===== src/rtl/uart_rx.sv =====
// 8N1 serial receiver: 2-FF synchroniser, start-bit qualification, centre sampling on os_tick.
// Define UART_RX_PARITY_EN to expect one even-parity bit between payload and stop bit.
module uart_rx #(
    parameter int DATA_BITS  = 8,
    parameter int OVERSAMPLE = 16
) (
    input  logic                 clk,
    input  logic                 rst,
    input  logic                 os_tick,
    input  logic                 rx_in,
    output logic [DATA_BITS-1:0] rx_data,
    output logic                 rx_valid,
    output logic                 rx_busy,
    output logic                 frame_err,
    output logic                 parity_err,
    output logic [2:0]           dbg_state
);

    typedef enum logic [2:0] {
        IDLE   = 3'd0,
        START  = 3'd1,
        DATA   = 3'd2,
        PARITY = 3'd3,
        STOP   = 3'd4,
        BREAK  = 3'd5
    } state_t;

    localparam int TW = (OVERSAMPLE > 2) ? $clog2(OVERSAMPLE) : 1;
    localparam int BW = (DATA_BITS > 1) ? $clog2(DATA_BITS) : 1;
    localparam logic [TW-1:0] HALF_LAST = TW'(OVERSAMPLE / 2 - 1);
    localparam logic [TW-1:0] FULL_LAST = TW'(OVERSAMPLE - 1);
    localparam logic [BW-1:0] LAST_BIT  = BW'(DATA_BITS - 1);

    state_t               state;
    logic                 rx_meta;
    logic                 rx_s;
    logic [TW-1:0]        tick_cnt;
    logic [BW-1:0]        bit_cnt;
    logic [DATA_BITS-1:0] shreg;
    logic                 sample;

    // A bit centre is reached on the last os_tick of a full bit period.
    assign sample    = os_tick && (tick_cnt == FULL_LAST);
    assign dbg_state = state;

    always_ff @(posedge clk) begin
        if (rst) begin
            rx_meta <= 1'b1;
            rx_s    <= 1'b1;
        end else begin
            rx_meta <= rx_in;
            rx_s    <= rx_meta;
        end
    end

`ifdef UART_RX_PARITY_EN
    logic par_bad;
`else
    assign parity_err = 1'b0;
`endif

    always_ff @(posedge clk) begin
        if (rst) begin
            state     <= IDLE;
            tick_cnt  <= '0;
            bit_cnt   <= '0;
            shreg     <= '0;
            rx_data   <= '0;
            rx_valid  <= 1'b0;
            rx_busy   <= 1'b0;
            frame_err <= 1'b0;
`ifdef UART_RX_PARITY_EN
            parity_err <= 1'b0;
            par_bad    <= 1'b0;
`endif
        end else begin
            rx_valid  <= 1'b0;
            frame_err <= 1'b0;
`ifdef UART_RX_PARITY_EN
            parity_err <= 1'b0;
`endif
            if (os_tick && state != IDLE && state != BREAK)
                tick_cnt <= (sample || (state == START && tick_cnt == HALF_LAST)) ? '0 : tick_cnt + 1'b1;
            case (state)
                IDLE: begin
                    if (!rx_s) begin
                        state    <= START;
                        tick_cnt <= '0;
                        rx_busy  <= 1'b1;
                    end
                end
                START: begin
                    // Re-check the line at mid start bit so short glitches are rejected.
                    if (os_tick && tick_cnt == HALF_LAST) begin
                        if (rx_s) begin
                            state   <= IDLE;
                            rx_busy <= 1'b0;
                        end else begin
                            state   <= DATA;
                            bit_cnt <= '0;
                        end
                    end
                end
                DATA: begin
                    if (sample) begin
                        shreg <= {rx_s, shreg[DATA_BITS-1:1]};
                        if (bit_cnt == LAST_BIT) begin
                            bit_cnt <= '0;
`ifdef UART_RX_PARITY_EN
                            state   <= PARITY;
`else
                            state   <= STOP;
`endif
                        end else begin
                            bit_cnt <= bit_cnt + 1'b1;
                        end
                    end
                end
`ifdef UART_RX_PARITY_EN
                PARITY: begin
                    if (sample) begin
                        par_bad <= (^shreg) ^ rx_s;
                        state   <= STOP;
                    end
                end
`endif
                STOP: begin
                    if (sample) begin
                        if (rx_s) begin
                            state   <= IDLE;
                            rx_busy <= 1'b0;
`ifdef UART_RX_PARITY_EN
                            if (par_bad) begin
                                parity_err <= 1'b1;
                            end else begin
                                rx_data  <= shreg;
                                rx_valid <= 1'b1;
                            end
`else
                            rx_data  <= shreg;
                            rx_valid <= 1'b1;
`endif
                        end else begin
                            frame_err <= 1'b1;
                            state     <= BREAK;
`ifdef UART_RX_PARITY_EN
                            parity_err <= par_bad;
`endif
                        end
                    end
                end
                BREAK: begin
                    if (rx_s) begin
                        state   <= IDLE;
                        rx_busy <= 1'b0;
                    end
                end
                default: begin
                    state   <= IDLE;
                    rx_busy <= 1'b0;
                end
            endcase
        end
    end

endmodule


===== config.mk =====
export PLATFORM = sky130hd
export DESIGN_NAME = uart_rx
export DESIGN_NICKNAME = d
export VERILOG_FILES = /design/src/rtl/uart_rx.sv
export SDC_FILE = /design/constraint.sdc
export NUM_CORES = 1
export LEC_CHECK = 0
export ABC_AREA = 1
export CORE_ASPECT_RATIO = 1.25
export CORE_MARGIN = 2
export CORE_UTILIZATION = 53
export CTS_BUF_LIST = sky130_fd_sc_hd__clkbuf_4
export CTS_CLUSTER_SIZE = 14
export DETAILED_ROUTE_END_ITERATION = 10
export GPL_TIMING_DRIVEN = 0
export PLACE_DENSITY_LB_ADDON = 0.1
export SLEW_MARGIN = 20
export SYNTH_ARGS = -nofsm -noshare
export SYNTH_HDL_FRONTEND = slang
export SYNTH_SLANG_ARGS = --single-unit

===== constraint.sdc =====
create_clock -name clk -period 3.3 [get_ports clk]
set_clock_uncertainty 0.15 [all_clocks]
set_input_delay 0.825 -clock clk [delete_from_list [all_inputs] [get_ports clk]]
set_output_delay 0.825 -clock clk [all_outputs]
set_load 0.05 [all_outputs]

==> results of run 1 <==
-- how the worst min path moves through the flow --
stage / to
2_1_floorplan: rx_s
5_1_grt: rx_s
6_report: rx_s
3_3_place_gp: rx_s
4_1_cts: rx_s
3_5_place_dp: rx_s
-- flip-flops by register name, indices dropped and copies added (netlist names) --
register / flops
bit_cnt: 3
dbg_state: 3
frame_err: 1
rx_busy: 1
rx_data: 8
rx_meta: 1
rx_s: 1
rx_valid: 1
shreg: 8
tick_cnt: 4
-- final cells by class --
cell class                 instances  area share
timing repair buffer              17       0.102
buffer                             6      0.0256
sequential                        31       0.373
tap                               33      0.0248
clock buffer                       5      0.0226
inverter                          26      0.0587
clock inverter                     2     0.00527
multi-input combinational        121       0.387
-- cells in the mapped netlist (2+ instances only) --
cell type	n
dfxtp_1	31
nor2_1	23
o21ai_0	23
inv_1	21
nand2_1	20
a21oi_1	19
nand3_1	9
nand2_2	7
inv_2	5
ha_1	3
nor2_4	3
buf_6	2
nand3_2	2
nor2_2	2
or2_2	2
-- cell families (layout without fill, tap and decap cells) --
family | Yosys count | after routing
compound gates | 46 | 46
xor+xnor | 1 | 1
fa+ha+maj | 3 | 3
buf+inv | 32 | 56
flops | 31 | 31
other cells | 1 | 1
simple gates | 70 | 70
-- through the flow --
step	cells	setup slack (ps)	util
3_3_place_gp	234	916	0.652
2_1_floorplan	184	1570	-
3_5_place_dp	234	919	0.652
6_report	241	683	0.671
5_1_grt	241	620	0.671
4_1_cts	241	676	0.671
-- power by group through the flow --
stage	combinational (mW)	sequential, mW	clock [mW]
floorplan	0.158	0.450	0
global placement	0.241	0.417	0
detailed placement	0.247	0.418	0
CTS	0.248	0.409	0.199
global route	0.276	0.413	0.220
finish	0.250	0.409	0.194
-- metal layers --
metal  global-route usage  share of wire  vias up
li1                     -              -      632
met1                0.245           0.44      573
met2                0.374           0.51       28
met3               0.0655          0.039        2
met4               0.0714         0.0067        0
met5                    0              0        -
==> impl_metrics.ini, run 1 <==
[outcome]
status = finished clean

[final_layout]
nFillCells = 209
antenna_cells = 0
seqCellArea_sq_um = 621
final_cell_mix = dfxtp_1 (31), o21ai_0 (23), nor2_1 (23)
final_common_cell = dfxtp_1
final_area_sq_um = 1660
drive_gt1_frac = 0.163
fin_nets = 215
syn_to_final_growth_pct = 18.4
multi_input_area_sq_um = 643

[logic_synthesis]
ys.flop_type = dfxtp_1
synth.area.top_cells = dfxtp_1 (44%), o21ai_0 (8.2%), a21oi_1 (6.8%)
synth_top_family_by_area = simple AND/OR/NAND/NOR gates
synth_compound_area_frac = 0.171
syn_area_sq_um = 1400
ys_types = 27
synthSimpleGateAreaFrac = 0.251
synthAdderAreaFrac = 0.0267
ys_seq_elements = 31
yosys_warnings = 0
syn-instance-count = 184
synth_top_area_share = 0.442
synth_nets = 191
synth_area_per_cell_sq_um = 7.63
synth-edff-count = 0
synth-xor-area-share = 0.00624
synthArstFlopShare = 0
yosysTopAreaCell = dfxtp_1
synth.area.mux_share = 0
synth_seq_area_share = 0.442

[clock_network]
cts_tree = done
cts.path.max_buffers = 2
cts_setup_buffers = 0
numCtsBuffers = 5
cts_resized = 0
hold_buffers = 0
cts-root-buf = clkbuf_4
clk_pin_slew_worst_paths_ps = 90
cts_sinks = 31
clock_latency_ps = 310
cts.htree.levels = 2

[grt]
grt_pass1_vias = 1156
grt_usage = 0.212
antenna_found_initial = 0
grt_start_max_net_pins = 11
grt_pass1_wl_mm = 4.93
overflow = 0

[timing]
finalCritPeriodShare = 0.793
slew_headroom = 0.668
tns_ps = 0
setup_violations = 0
hold_violations = 0
rsz0062_at_grt = no
slew_viol_final = 0
worst_pin_slew_ps = 496
fmax_ghz = 0.382
holdWs_ps = 279
layout_min_cycle_time_ps = 2620

[worst_setup_path]
crit_cells = 1
crit_family = buffers and inverters
worst_setup_path_startpoint = dbg_state[2]
cp-start-kind = flip-flop
path_class = reg2out
critPathMaxFanout = 7
worst_path_largest_cell_delay_ps = 850
cp.required_ps = 2320
cp.arrival_ps = 1640
cpMaxStageDelayCell = clkdlybuf4s50_1
r2r-start = tick_cnt[1]
rrSetupSlack_ps = 1670
worstSetupEndpoint = dbg_state[2]
critical_path.endpoint_type = output port
crit_buf_inv = 1
crit_chain = clkdlybuf4s50_1
rr_endpoint = rx_data[2]
reg2reg_depth = 9

[routing]
post-route-drc-count = 0
wirelength_mm = 2.83
vias = 1235
drt_iter0_markers = 26
wl_per_cell_microns = 11.7
ant_nets = 0
dr.pass1.iters = 5
avgViaCountPerCell = 5.12

[hold_path]
min-delay-start = rx_meta
hold_depth = 1
hp-class = reg2reg

[placement]
post_dp_cell_area_sq_um = 1620
place_congestion = 0.834
numPortBuffers = 17
dpl.hpwl_mm = 2.08

[pwr]
switching_power_uw = 306
power_leakage_nw = 0.710
power_density_nw_per_um2 = 513
p_total_uw = 853
pwr-share-clk = 0.227
ir_drop_uv = 381
power_frac_seq = 0.480
switching_share = 0.359
p_int_uw = 547
pwr-share-comb = 0.293

[die]
fp.coreArea_sq_um = 2480
initial_utilization = 0.567
dieArea_sq_um = 3080
die_height_microns = 61.5
pin_count = 19
die_x_microns = 50.0
rows = 20

[job]
cap_violations = 0
(Power assumes the default switching activity.)
==> run 2, diff against run 1 <==
==> constraint.sdc (replaced) <==
create_clock -name clk -period 2.5 [get_ports clk]
set_clock_uncertainty 0.15 [all_clocks]
set_input_delay 0.625 -clock clk [delete_from_list [all_inputs] [get_ports clk]]
set_output_delay 0.625 -clock clk [all_outputs]
set_load 0.05 [all_outputs]
==> results of run 2 <==
Same layout as run 1 (identical final DEF). Status: finished clean.
Main changes from that run: setup slack after placement 919 ps -> 319 ps; setup slack after layout 683 ps -> 82.7 ps; register-to-register setup slack 1670 ps -> 870 ps; total power 0.853 mW -> 1.13 mW; worst IR drop on VDD 381 uV -> 502 uV
